`src/rtl/video_timing_pkg.sv`:
```
// Shared constants for the run-time video mode sequencer: mode table, widths, FSM encoding.
package video_timing_pkg;

  localparam int unsigned CW         = 12;
  localparam int unsigned MODE_IDX_W = 2;
  localparam int unsigned MAX_MODES  = 1 << MODE_IDX_W;
  localparam int unsigned NUM_FIELDS = 8;

  localparam logic [1:0] ST_IDLE       = 2'd0;
  localparam logic [1:0] ST_WAIT_FRAME = 2'd1;
  localparam logic [1:0] ST_LOAD       = 2'd2;
  localparam logic [1:0] ST_SETTLE     = 2'd3;

  typedef struct packed {
    int unsigned sync;
    int unsigned back;
    int unsigned addr;
    int unsigned front;
  } axis_timing_t;

  typedef struct packed {
    axis_timing_t h;
    axis_timing_t v;
  } mode_timing_t;

  // Horizontal in pixels, vertical in lines.
  localparam mode_timing_t MODE_TABLE [MAX_MODES] = '{
    '{h: '{144, 248, 1280, 16}, v: '{3, 38, 1024, 1}},  // 1280x1024@75
    '{h: '{96,  48,  640,  16}, v: '{2, 33, 480,  10}}, // 640x480@60
    '{h: '{128, 88,  800,  40}, v: '{4, 23, 600,  1}},  // 800x600@60
    '{h: '{136, 160, 1024, 24}, v: '{6, 29, 768,  3}}   // 1024x768@60
  };

  function automatic int unsigned axis_max(axis_timing_t a);
    int unsigned m;
    m = a.sync;
    if (a.back > m) m = a.back;
    if (a.addr > m) m = a.addr;
    if (a.front > m) m = a.front;
    return m;
  endfunction

  function automatic int unsigned table_max();
    int unsigned m;
    m = 0;
    for (int unsigned i = 0; i < MAX_MODES; i++) begin
      if (axis_max(MODE_TABLE[i].h) > m) m = axis_max(MODE_TABLE[i].h);
      if (axis_max(MODE_TABLE[i].v) > m) m = axis_max(MODE_TABLE[i].v);
    end
    return m;
  endfunction

endpackage

```
`src/rtl/video_mode_rom.sv`:
```
// Combinational mode table: mode index in, the eight H/V timing fields out.
module video_mode_rom #(
  parameter int unsigned CW = video_timing_pkg::CW
) (
  input  logic [video_timing_pkg::MODE_IDX_W-1:0] idx_i,
  output logic [CW-1:0]                           h_sync_o,
  output logic [CW-1:0]                           h_back_o,
  output logic [CW-1:0]                           h_addr_o,
  output logic [CW-1:0]                           h_front_o,
  output logic [CW-1:0]                           v_sync_o,
  output logic [CW-1:0]                           v_back_o,
  output logic [CW-1:0]                           v_addr_o,
  output logic [CW-1:0]                           v_front_o
);
  import video_timing_pkg::*;

  mode_timing_t entry;

  always_comb begin
    entry     = MODE_TABLE[idx_i];
    h_sync_o  = CW'(entry.h.sync);
    h_back_o  = CW'(entry.h.back);
    h_addr_o  = CW'(entry.h.addr);
    h_front_o = CW'(entry.h.front);
    v_sync_o  = CW'(entry.v.sync);
    v_back_o  = CW'(entry.v.back);
    v_addr_o  = CW'(entry.v.addr);
    v_front_o = CW'(entry.v.front);
  end

endmodule

```
`src/rtl/video_mode_ctrl.sv`:
```
// Run-time video mode sequencer: switches modes at frame boundaries, blanks video while the
// timing generator reloads and its sync settles, then re-enables video.
module video_mode_ctrl #(
  parameter int unsigned NUM_MODES     = 4,
  parameter int unsigned SETTLE_FRAMES = 2,
  parameter int unsigned CW            = video_timing_pkg::CW
) (
  input  logic                                    pixel_clock,
  input  logic                                    reset,
  input  logic                                    mode_req,
  input  logic [video_timing_pkg::MODE_IDX_W-1:0] mode_sel,
  input  logic                                    frame_start,
  output logic                                    mode_ack,
  output logic                                    mode_nak,
  output logic                                    mode_drop,
  output logic                                    busy,
  output logic [video_timing_pkg::MODE_IDX_W-1:0] cur_mode,
  output logic                                    cfg_load,
  output logic                                    video_enable,
  output logic [CW-1:0]                           h_sync,
  output logic [CW-1:0]                           h_back,
  output logic [CW-1:0]                           h_addr,
  output logic [CW-1:0]                           h_front,
  output logic [CW-1:0]                           v_sync,
  output logic [CW-1:0]                           v_back,
  output logic [CW-1:0]                           v_addr,
  output logic [CW-1:0]                           v_front
);
  import video_timing_pkg::*;

  if (NUM_MODES < 1 || NUM_MODES > MAX_MODES) begin : g_bad_num_modes
    $error("video_mode_ctrl: NUM_MODES must be 1..%0d", MAX_MODES);
  end
  if (SETTLE_FRAMES > 15) begin : g_bad_settle
    $error("video_mode_ctrl: SETTLE_FRAMES must be 0..15");
  end
  if (64'(table_max()) >= (64'd1 << CW)) begin : g_bad_cw
    $error("video_mode_ctrl: mode table value does not fit in CW bits");
  end

  typedef logic [NUM_FIELDS-1:0][CW-1:0] fields_t;

  // Index 0 is h_sync, index 7 is v_front.
  function automatic fields_t pack_fields(mode_timing_t t);
    return {CW'(t.v.front), CW'(t.v.addr), CW'(t.v.back), CW'(t.v.sync),
            CW'(t.h.front), CW'(t.h.addr), CW'(t.h.back), CW'(t.h.sync)};
  endfunction

  localparam fields_t    RstFields    = pack_fields(MODE_TABLE[0]);
  localparam logic [3:0] SettleTarget = 4'(SETTLE_FRAMES);

  logic [1:0]            state_q, state_d;
  logic [3:0]            settle_cnt_q, settle_cnt_d;
  logic [MODE_IDX_W-1:0] cur_mode_q, cur_mode_d;
  logic [MODE_IDX_W-1:0] sel_q, sel_d;
  logic                  boot_q, boot_d;
  logic                  busy_q, busy_d;
  logic                  video_enable_q, video_enable_d;
  logic                  ack_q, ack_d;
  logic                  nak_q, nak_d;
  logic                  drop_q, drop_d;
  logic                  load_q, load_d;
  fields_t               fields_q, fields_d;
  fields_t               rom_fields;

  logic [CW-1:0] rom_h_sync, rom_h_back, rom_h_addr, rom_h_front;
  logic [CW-1:0] rom_v_sync, rom_v_back, rom_v_addr, rom_v_front;

  video_mode_rom #(
    .CW (CW)
  ) u_rom (
    .idx_i     (sel_q),
    .h_sync_o  (rom_h_sync),
    .h_back_o  (rom_h_back),
    .h_addr_o  (rom_h_addr),
    .h_front_o (rom_h_front),
    .v_sync_o  (rom_v_sync),
    .v_back_o  (rom_v_back),
    .v_addr_o  (rom_v_addr),
    .v_front_o (rom_v_front)
  );

  assign rom_fields = {rom_v_front, rom_v_addr, rom_v_back, rom_v_sync,
                       rom_h_front, rom_h_addr, rom_h_back, rom_h_sync};

  always_comb begin
    state_d        = state_q;
    settle_cnt_d   = settle_cnt_q;
    cur_mode_d     = cur_mode_q;
    sel_d          = sel_q;
    boot_d         = boot_q;
    busy_d         = busy_q;
    video_enable_d = video_enable_q;
    fields_d       = fields_q;
    ack_d          = 1'b0;
    nak_d          = 1'b0;
    drop_d         = 1'b0;
    load_d         = 1'b0;

    if (mode_req && (state_q != ST_IDLE)) begin
      drop_d = 1'b1;
    end

    case (state_q)
      ST_IDLE: begin
        if (mode_req) begin
          if (32'(mode_sel) >= NUM_MODES) begin
            nak_d = 1'b1;
          end else if (mode_sel == cur_mode_q) begin
            ack_d = 1'b1;
          end else begin
            sel_d          = mode_sel;
            busy_d         = 1'b1;
            video_enable_d = 1'b0;
            state_d        = ST_WAIT_FRAME;
          end
        end
      end
      ST_WAIT_FRAME: begin
        if (frame_start) begin
          state_d = ST_LOAD;
        end
      end
      ST_LOAD: begin
        fields_d     = rom_fields;
        cur_mode_d   = sel_q;
        load_d       = 1'b1;
        settle_cnt_d = 4'd0;
        state_d      = ST_SETTLE;
      end
      ST_SETTLE: begin
        if (settle_cnt_q == SettleTarget) begin
          // The settle that follows reset completes silently: nobody asked for it.
          ack_d          = ~boot_q;
          boot_d         = 1'b0;
          busy_d         = 1'b0;
          video_enable_d = 1'b1;
          state_d        = ST_IDLE;
        end else if (frame_start) begin
          settle_cnt_d = settle_cnt_q + 4'd1;
        end
      end
      default: state_d = ST_IDLE;
    endcase
  end

  always_ff @(posedge pixel_clock or posedge reset) begin
    if (reset) begin
      state_q        <= ST_SETTLE;
      settle_cnt_q   <= 4'd0;
      cur_mode_q     <= '0;
      sel_q          <= '0;
      boot_q         <= 1'b1;
      busy_q         <= 1'b1;
      video_enable_q <= 1'b0;
      ack_q          <= 1'b0;
      nak_q          <= 1'b0;
      drop_q         <= 1'b0;
      load_q         <= 1'b0;
      fields_q       <= RstFields;
    end else begin
      state_q        <= state_d;
      settle_cnt_q   <= settle_cnt_d;
      cur_mode_q     <= cur_mode_d;
      sel_q          <= sel_d;
      boot_q         <= boot_d;
      busy_q         <= busy_d;
      video_enable_q <= video_enable_d;
      ack_q          <= ack_d;
      nak_q          <= nak_d;
      drop_q         <= drop_d;
      load_q         <= load_d;
      fields_q       <= fields_d;
    end
  end

  assign mode_ack     = ack_q;
  assign mode_nak     = nak_q;
  assign mode_drop    = drop_q;
  assign busy         = busy_q;
  assign cur_mode     = cur_mode_q;
  assign cfg_load     = load_q;
  assign video_enable = video_enable_q;
  assign h_sync       = fields_q[0];
  assign h_back       = fields_q[1];
  assign h_addr       = fields_q[2];
  assign h_front      = fields_q[3];
  assign v_sync       = fields_q[4];
  assign v_back       = fields_q[5];
  assign v_addr       = fields_q[6];
  assign v_front      = fields_q[7];

endmodule

```
`config.mk`:
```
export PLATFORM = sky130hd
export DESIGN_NAME = video_mode_ctrl
export DESIGN_NICKNAME = d
export VERILOG_FILES = /design/src/rtl/video_timing_pkg.sv /design/src/rtl/video_mode_rom.sv /design/src/rtl/video_mode_ctrl.sv
export SDC_FILE = /design/constraint.sdc
export NUM_CORES = 1
export LEC_CHECK = 0
export CAP_MARGIN = 5
export CORE_UTILIZATION = 40
export CTS_CLUSTER_SIZE = 10
export DETAILED_ROUTE_END_ITERATION = 8
export PLACE_DENSITY = 0.95
export RECOVER_POWER = 100
export SLEW_MARGIN = 10
export SYNTH_ARGS = -nofsm -noshare
export SYNTH_HDL_FRONTEND = slang
export SYNTH_SLANG_ARGS = --single-unit
```
`constraint.sdc`:
```
create_clock -name pixel_clock -period 3.4 [get_ports pixel_clock]
set_input_delay 0.68 -clock pixel_clock [delete_from_list [all_inputs] [get_ports pixel_clock]]
set_output_delay 0.68 -clock pixel_clock [all_outputs]
set_load 0.05 [all_outputs]
```
==> results.md <==
* Outcome: finished clean
* Buffers & Inverters on Critical Path at 1
* Synthesized area per cell at around 10 sq um
* Slowest stage delay, CP at around 0.88 ns
* Nets at around 240
* Commonest non-fill, non-tap cells in the layout: conb_1, dlygate4sd3_1, dfrtp_1
* H-tree depth at 1
* Clock sink count at 28
* Most common cell after layout, fill and taps aside: conb_1
* Final Cycle Share at between 70% and 80%
* Crit start category: flip-flop
* Row count at 25
* Sequential cell area at about 710 sq um
* Area growth syn-to-layout at 11.2%
* Total GRT Usage at roughly an eighth
* Clock skew at about 0.0017 ns
* Syn Inst Count at ~200
* Max FO, Critical Path at 5
* Initial core utilization at around two fifths
* Setup Viol. Count Final at 0
* Final antenna-violating net count at 0
* CTS buffer count at 3
* I/O pins at between 100 and 150
* Final hold viol count at 0
* Post-cts sizing count at 0
* Diodes inserted at 0
* Worst path slowest cell: dlygate4sd3_1
* Vias per Instance at between 4 and 5
* Seq/Total Area, Yosys at between 30% and 40%
* Synthesized flop and latch total at 28
* First-pass GRT wire length at just under 5 mm
* Relative max-transition margin at approximately a third
* Post-synthesis cell area at 1980 sq um
* Via count at 1161
* DR WL/cell at 10.3 microns
* Setup_tns at 0 ns
* Post-layout util at approximately 46%
* Vias in the first global route at between 1000 and 1500
* First-pass DRT Iterations at 4
* RSZ-0062 raised after global routing: no
* Die area at approximately 5200 sq um
* Setup crit end kind: primary output
* Die Width at 72.4 microns
* CP top delay family: buffers and inverters
* Placed Area at about 2100 sq um
* Crit path DAT at between 1.5 and 2 ns
* DR iter-0 viols at 80
* Post-CTS Setup Bufs at 0
* # DRC at 0
* FILL cells at about 460
* CTS tree: done
* Required @ worst endpoint at ~2.7 ns
* Die span in y at 72.4 microns
* Synth cell types at 29
* Final wirelength at roughly 3.0 mm
* # placed instances at 286
* Clk slew on worst S/H paths at ~0.090 ns
* Multi-input gate area at 792 sq um
* Post-CTS Hold Fix Bufs at 0
* Worst Tran Pin Value at 1.02 ns
* Slew Limit Fails at 0
* Detailed placer's ending HPWL at ~2.3 mm
* IO buf count at 50
* Worst-Skew Late Latency at around 0.28 ns
* Non-Filler Instances at 290
* Largest net degree at the start of global routing at 29
* Core Area at 4750 sq um
* Fin area at between 2000 and 2500 sq um
* RePlAce Congestion at a little over 0.7
* Synth Warn # at 0
* Initial antenna violation count at 0
* Clk root buf: clkbuf_8
* Peak Freq at a little over 400 MHz
* Grt ovf at 0
* Max-Cap Viols at 0
* Type of the worst min-delay path: flip-flop to flip-flop
* Crit Path Class: flip-flop to primary output
* Final worst path period need at between 2 and 2.5 ns
* Worst-path cell chain: dlygate4sd3_1
* CTS max path bufs at 2
* Share of post-route cells with drive strength above 1 at between 9 and 10%
-- logic make-up (layout without fill, tap and decap cells) --
kind of cell    after synthesis  after routing  synth area share, %
compound gates               21             21                 6.88
xor+xnor                      3              3                 1.33
fa+ha+maj                    14             14                 8.84
buf+inv                      99             65                 34.8
flops                        28             28                 36.0
mux                          11             11                 6.06
other cells                   1             59                0.189
simple gates                 22             22                 5.81
-- Yosys cell counts --
library cell	n	area, sq um
nor2_2	1	6.26
xnor2_1	3	26.3
nor3b_1	1	7.51
nor3_1	1	5.00
conb_1	1	3.75
a21boi_0	2	15.0
nand3_1	1	5.00
buf_4	85	638
dfstp_2	11	289
dfrtp_1	17	425
nor2_1	7	26.3
nand4_1	3	18.8
mux2_1	1	11.3
o22ai_1	1	6.26
nand2_1	4	15.0
nor2b_1	2	12.5
nand3b_1	1	7.51
o21ai_0	4	20.0
ha_1	14	175
inv_1	11	41.3
clkbuf_1	3	11.3
mux2i_1	3	30.0
a31o_2	1	8.76
a21oi_1	8	40.0
mux2_2	7	78.8
o32ai_1	1	8.76
a22o_1	2	17.5
o32a_1	2	20.0
or3b_4	1	11.3
-- cell type report --
class	count	area share [%]
clock buffers	3	1.87
clock inverters	1	1.36
inverters	11	1.87
multi-input cells	130	35.9
flip-flops and latches	28	32.4
well taps	67	3.80
repair buffers	50	22.7
-- worst paths after layout --
path	startpoint	depth (start not counted)	endpoint	slack, ns
setup / recovery	v_back[1]	1	h_back[3]	0.99
hold / removal	h_back[4]	2	h_back[4]	0.47
setup reg to reg	state_q[1]	4	settle_cnt_q[1]	1.46
hold reg to reg	h_back[4]	2	h_back[4]	0.47
max in group asynchronous	reset	2	v_back[0]	1.70
min in group asynchronous	reset	2	mode_drop	1.09
-- sequential cells by signal, summed over array words and instances, names as in the netlist --
| register | count |
|---|---|
| boot_q | 1 |
| busy | 1 |
| cfg_load | 1 |
| cur_mode | 1 |
| h_back | 2 |
| mode_ack | 1 |
| mode_drop | 1 |
| sel_q | 2 |
| settle_cnt_q | 4 |
| state_q | 2 |
| v_addr | 3 |
| v_back | 6 |
| v_sync | 2 |
| video_enable | 1 |
-- per-layer routing --
layer	up-vias	track usage [%]	share of wire (%)
met5	-	0	0
met4	0	7.19	2.5
met3	5	1.67	6.5
met2	56	21.6	51
met1	549	13.3	40
li1	551	-	-
-- metrics by stage --
step / setup slack (ns) / hold slack, ns
final: 0.993 / 0.470
after global routing: 0.952 / 0.493
after CTS: 1.04 / 0.478
after detailed placement: 1.27 / 0.463
after global placement: 1.33 / 0.455
after floorplan: 1.69 / 0.459
Power is left out: the tool's default activity adds up to more than one toggle a clock period on the data nets, which glitch-free logic cannot reach.
